**src/rtl/sha256_pkg.sv**
```systemverilog
// ============================================================================
// sha256_pkg : shared SHA-256 types, round-constant table and bit helpers
// Revision   : 1.0
// ============================================================================
`default_nettype none

package sha256_pkg;

   typedef enum logic [0:0] {
      IDLE = 1'b0,
      RUN  = 1'b1
   } sched_state_e;

   // Element [t] is K_t; the concatenation therefore lists K_63 first.
   localparam logic [63:0][31:0] K_TABLE = {
      32'hc67178f2, 32'hbef9a3f7, 32'ha4506ceb, 32'h90befffa,
      32'h8cc70208, 32'h84c87814, 32'h78a5636f, 32'h748f82ee,
      32'h682e6ff3, 32'h5b9cca4f, 32'h4ed8aa4a, 32'h391c0cb3,
      32'h34b0bcb5, 32'h2748774c, 32'h1e376c08, 32'h19a4c116,
      32'h106aa070, 32'hf40e3585, 32'hd6990624, 32'hd192e819,
      32'hc76c51a3, 32'hc24b8b70, 32'ha81a664b, 32'ha2bfe8a1,
      32'h92722c85, 32'h81c2c92e, 32'h766a0abb, 32'h650a7354,
      32'h53380d13, 32'h4d2c6dfc, 32'h2e1b2138, 32'h27b70a85,
      32'h14292967, 32'h06ca6351, 32'hd5a79147, 32'hc6e00bf3,
      32'hbf597fc7, 32'hb00327c8, 32'ha831c66d, 32'h983e5152,
      32'h76f988da, 32'h5cb0a9dc, 32'h4a7484aa, 32'h2de92c6f,
      32'h240ca1cc, 32'h0fc19dc6, 32'hefbe4786, 32'he49b69c1,
      32'hc19bf174, 32'h9bdc06a7, 32'h80deb1fe, 32'h72be5d74,
      32'h550c7dc3, 32'h243185be, 32'h12835b01, 32'hd807aa98,
      32'hab1c5ed5, 32'h923f82a4, 32'h59f111f1, 32'h3956c25b,
      32'he9b5dba5, 32'hb5c0fbcf, 32'h71374491, 32'h428a2f98
   };

   function automatic logic [31:0] rotr(input logic [31:0] x, input int unsigned n);
      return (x >> n) | (x << (32 - n));
   endfunction

   function automatic logic [31:0] shr(input logic [31:0] x, input int unsigned n);
      return x >> n;
   endfunction

endpackage

`default_nettype wire

```
**src/rtl/sha256_sigma.sv**
```systemverilog
// ============================================================================
// sha256_sigma : combinational SHA-256 message-schedule sigma0/sigma1 pair
// Revision     : 1.0
// ============================================================================
`default_nettype none

module sha256_sigma
   import sha256_pkg::*;
(
   input  logic [31:0] s0_in,
   input  logic [31:0] s1_in,
   output logic [31:0] s0_out,
   output logic [31:0] s1_out
);

   assign s0_out = rotr(s0_in, 7)  ^ rotr(s0_in, 18) ^ shr(s0_in, 3);
   assign s1_out = rotr(s1_in, 17) ^ rotr(s1_in, 19) ^ shr(s1_in, 10);

endmodule

`default_nettype wire

```
**src/rtl/sha256_msg_schedule.sv**
```systemverilog
// ============================================================================
// sha256_msg_schedule : 16-word sliding-window SHA-256 schedule, W_0..W_63
// Optional macro SHA256_KROM_EN streams K_t alongside each word.
// Revision            : 1.0
// ============================================================================
`default_nettype none

module sha256_msg_schedule
   import sha256_pkg::*;
#(
   parameter int N      = 32,
   parameter int ROUNDS = 64
) (
   input  logic            clock,
   input  logic            reset,
   input  logic            blk_valid,
   output logic            blk_ready,
   input  logic [16*N-1:0] blk_data,
   output logic            w_valid,
   input  logic            w_ready,
   output logic [N-1:0]    w_t,
   output logic [N-1:0]    k_t,
   output logic [5:0]      round,
   output logic            last
);

   generate
      if (N != 32) begin : g_width_check
         $error("sha256_msg_schedule: only N=32 is supported");
      end
   endgenerate

   sched_state_e        state_q, state_d;
   logic [15:0][N-1:0]  win_q, win_d;
   logic [5:0]          round_q, round_d;
   logic [N-1:0]        s0_val, s1_val, w_new;
   logic                blk_hs, w_hs;

   assign blk_ready = (state_q == IDLE);
   assign w_valid   = (state_q == RUN);
   assign w_t       = win_q[0];
   assign round     = round_q;
   assign last      = w_valid && (round_q == 6'(ROUNDS - 1));
   assign blk_hs    = blk_valid & blk_ready;
   assign w_hs      = w_valid & w_ready;

`ifdef SHA256_KROM_EN
   assign k_t = w_valid ? K_TABLE[round_q] : '0;
`else
   assign k_t = '0;
`endif

   sha256_sigma u_sigma (
      .s0_in  (win_q[1]),
      .s1_in  (win_q[14]),
      .s0_out (s0_val),
      .s1_out (s1_val)
   );

   // With win[0]=W_t this yields W_{t+16}, which enters at the top of the window.
   assign w_new = s1_val + win_q[9] + s0_val + win_q[0];

   always_comb begin
      state_d = state_q;
      win_d   = win_q;
      round_d = round_q;
      case (state_q)
         IDLE: begin
            if (blk_hs) begin
               for (int i = 0; i < 16; i++) begin
                  win_d[i] = blk_data[16*N-1-N*i -: N];
               end
               round_d = '0;
               state_d = RUN;
            end
         end
         RUN: begin
            if (w_hs) begin
               if (last) begin
                  round_d = '0;
                  state_d = IDLE;
               end else begin
                  for (int i = 0; i < 15; i++) begin
                     win_d[i] = win_q[i+1];
                  end
                  win_d[15] = w_new;
                  round_d   = round_q + 6'd1;
               end
            end
         end
         default: state_d = IDLE;
      endcase
   end

   always_ff @(posedge clock or posedge reset) begin
      if (reset) begin
         state_q <= IDLE;
         win_q   <= '0;
         round_q <= '0;
      end else begin
         state_q <= state_d;
         win_q   <= win_d;
         round_q <= round_d;
      end
   end

endmodule

`default_nettype wire

```
**config.mk**
```make
export PLATFORM = sky130hd
export DESIGN_NAME = sha256_msg_schedule
export DESIGN_NICKNAME = d
export VERILOG_FILES = /design/src/rtl/sha256_pkg.sv /design/src/rtl/sha256_sigma.sv /design/src/rtl/sha256_msg_schedule.sv
export SDC_FILE = /design/constraint.sdc
export NUM_CORES = 2
export LEC_CHECK = 0
export ABC_CLOCK_PERIOD_IN_PS = 24200
export CORE_MARGIN = 3
export CORE_UTILIZATION = 45
export DETAILED_ROUTE_END_ITERATION = 10
export PLACE_DENSITY_LB_ADDON = 0.08
export SKIP_LAST_GASP = 1
export SYNTH_ARGS = -nofsm -noshare
export SYNTH_HDL_FRONTEND = slang
export SYNTH_SLANG_ARGS = --single-unit
export TNS_END_PERCENT = 20
```
**constraint.sdc**
```tcl
create_clock -name clock -period 24.2 [get_ports clock]
set_input_delay 4.84 -clock clock [delete_from_list [all_inputs] [get_ports clock]]
set_output_delay 4.84 -clock clock [all_outputs]
set_load 0.1 [all_outputs]
```
==> impl_metrics.tcl <==
set metrics [dict create \
    cp.required_ns 24.64 \
    cts_root_buf "clkbuf_16" \
    cts_buffers 55 \
    coreArea_um2 62100 \
    worst-slew-pin-transition_ns 1.17 \
    leakage_nw 18.4 \
    post_cts_buffers 0 \
    finalPower_mw 4.77 \
    grt_util_met1_pct 39.0 \
    antenna_found_initial 29 \
    holdBufCountCts 0 \
    dp_hpwl_um 74900 \
    grt_max_degree 275 \
    port_buffers 556 \
    setup_violations 0 \
    ys_types 57 \
    num_rows 91 \
    synth_seq_area_share_pct 45.7 \
    period_share_pct 41.6 \
    grt_pass1_wl_um 143000 \
    synth_ff_type "dfrtp_1" \
    grt_use_met2_pct 46.8 \
    finalInstanceArea_um2 35900 \
    cap_violations 0 \
    area_growth_pct 26.3 \
    fin_setup_tns_ns 0 \
    vias 21700 \
    clock-sinks 519 \
    busiest_layer "met2" \
    syn_area_per_cell_um2 9.84 \
    synth.most_common_cell "nand2_1" \
    boundaryPins 589 \
    yosys_register_bits 519 \
    path_class "input port to flip-flop" \
    wirelength_um 96400 \
    yosysWarnings 0 \
    fp.dieW_um 257 \
    outcome "completed" \
    grt-ovfl-total 0 \
    first_pass_iters 6 \
    cts_tree "done" \
    netlist_top_cells_count "nand2_1, dfrtp_1, o21ai_1" \
    grt_pass1_vias 21900 \
    h-tree-depth 2 \
    synth_async_sr_flop_share_pct 100 \
    ctsResizeCount 0 \
    wire_per_inst_um 23.1 \
    fmax_ghz 0.0993 \
    viasPerCell 5.20 \
    crit_fanout 116 \
    slew_viol_final 0 \
    crit_path_end_kind "flip-flop" \
    p_per_area_nw_per_um2 133 \
    drc 0 \
    gr-usage-met3_pct 5.52 \
    hp-class "flip-flop to flip-flop" \
    synth_edf_count 0 \
    ir_drop_v 0.000117 \
    syn-instance-count 2886 \
    final_hold_viol_count 0 \
    die_h_um 257 \
    arrival_ns 10.51 \
    clk_pin_slew_worst_paths_ns 0.06 \
    skew_ns 0.0180 \
    fp.dieArea_um2 66200 \
    fin_crit_ns 10.07 \
    finish.utilization_pct 57.8 \
    synth_top_area_cell "dfrtp_1" \
    placed_cells 4049 \
    startpoint_type "input port" \
    drive_gt1_share_pct 3.59 \
    netlist_area_um2 28400 \
    initial_utilization_pct 45.8 \
    first_iter_violations 1512 \
    gr-usage-all-layers_pct 28.9 \
    synthTopCellsByArea "dfrtp_1, mux2i_1, o21ai_1, nand2_1, fa_1" \
    clockBufferDepth 3 \
    final_nets 3879 \
    slew-limit-headroom_pct 22.0 \
    worstSkewPairLatency_ns 0.61 \
    synth_top_area_share_pct 45.7 \
    place_congestion 0.942 \
    ant_nets 0 \
    place_area_um2 34000 \
    rsz0062_at_grt "no" \
    fin_cells 4165 \
]
-- flip-flops by register name, summed over array words and instances (netlist names) --
signal and count:
round 6, win_q 480, w_t 32, w_valid 1
-- placed cells by master, fill, tap and decap left out, types with 5 or more instances in the layout --
master and instances:
buf_4 17, clkinv_2 5, xor2_1 63, inv_1 127
clkbuf_16 56, fa_1 62, bufinv_16 6, a21oi_1 43
and3_1 11, xnor2_1 81, nand3_1 11, clkbuf_8 11
conb_1 32, nor3_1 6, a31oi_1 6, nor2_1 27
nand4_1 7, o21ai_0 14, diode_2 16, clkdlybuf4s50_1 556
dfrtp_1 518, nand2_1 522, o21ai_1 510, o21a_1 8
clkbuf_1 16, mux2i_1 490, a21o_1 12, ha_1 32
-- metrics by stage --
step                      hold slack (ns)  setup slack, ns
after floorplan                     0.455             4.86
after global placement              0.466            13.77
after detailed placement            0.475            13.60
after CTS                           0.487            14.24
after global routing                0.505            13.54
final                               0.484            14.13
-- final cells by class --
type / instances / area [um2]
clock buffer: 83 / 1610
multi-input combinational: 1989 / 13700
timing repair buffer: 576 / 5750
antenna: 16 / 40.0
sequential: 519 / 13000
tap: 837 / 1050
inverter: 128 / 488
clock inverter: 17 / 277
fill: 5505 / 26200
-- final timing paths --
kind	from	endpoint	slack, ns	depth (start not counted)
worst max-delay path	w_ready	win_q[402]$_DFFE_PP0P_	14.13	9
worst min-delay path	win_q[165]$_DFFE_PP0P_	win_q[165]$_DFFE_PP0P_	0.48	2
worst max register to register	w_valid$_DFF_PP0_	win_q[402]$_DFFE_PP0P_	17.53	9
worst min register to register	win_q[165]$_DFFE_PP0P_	win_q[165]$_DFFE_PP0P_	0.48	2
max in group asynchronous	reset	win_q[52]$_DFFE_PP0P_	16.11	5
min in group asynchronous	reset	win_q[397]$_DFFE_PP0P_	4.75	2
-- per-layer routing --
layer  part of all wire, %  up-vias  routed length, um
li1                      -    10400                  -
met1                    43    10400              41300
met2                    48      671              46000
met3                   5.9      175               5720
met4                   3.3       26               3180
met5                  0.19        -                183
-- critical path: stages --
cell	delay, ns
clkdlybuf4s50_1	0.47
nand2_1	0.14
a21boi_1	0.48
or2_4	0.72
buf_4	0.84
buf_4	0.83
buf_4	0.84
buf_4	0.92
o21ai_1	0.19
-- power breakdown --
part           internal (mW)  switching [mW]  leakage [nW]  total [mW]
sequential              1.10           0.239          6.82        1.34
combinational           1.00            1.55          10.7        2.55
clock                  0.525           0.360         0.918       0.884
-- logic make-up (layout without fill, tap and decap cells) --
| group | after synthesis | count (layout) | synth area share (%) |
|---|---|---|---|
| buffers and inverters | 409 | 804 | 6.54 |
| xor gates and xnor gates | 144 | 144 | 4.44 |
| adders and majority gates | 94 | 94 | 5.78 |
| muxes | 490 | 490 | 17.3 |
| other | 1 | 48 | 0.0132 |
| and+or+nand+nor | 603 | 603 | 8.44 |
| DFF | 519 | 519 | 45.7 |
| AOI/OAI and AO/OA | 626 | 626 | 11.8 |
Power figures use the tool's default switching activity.
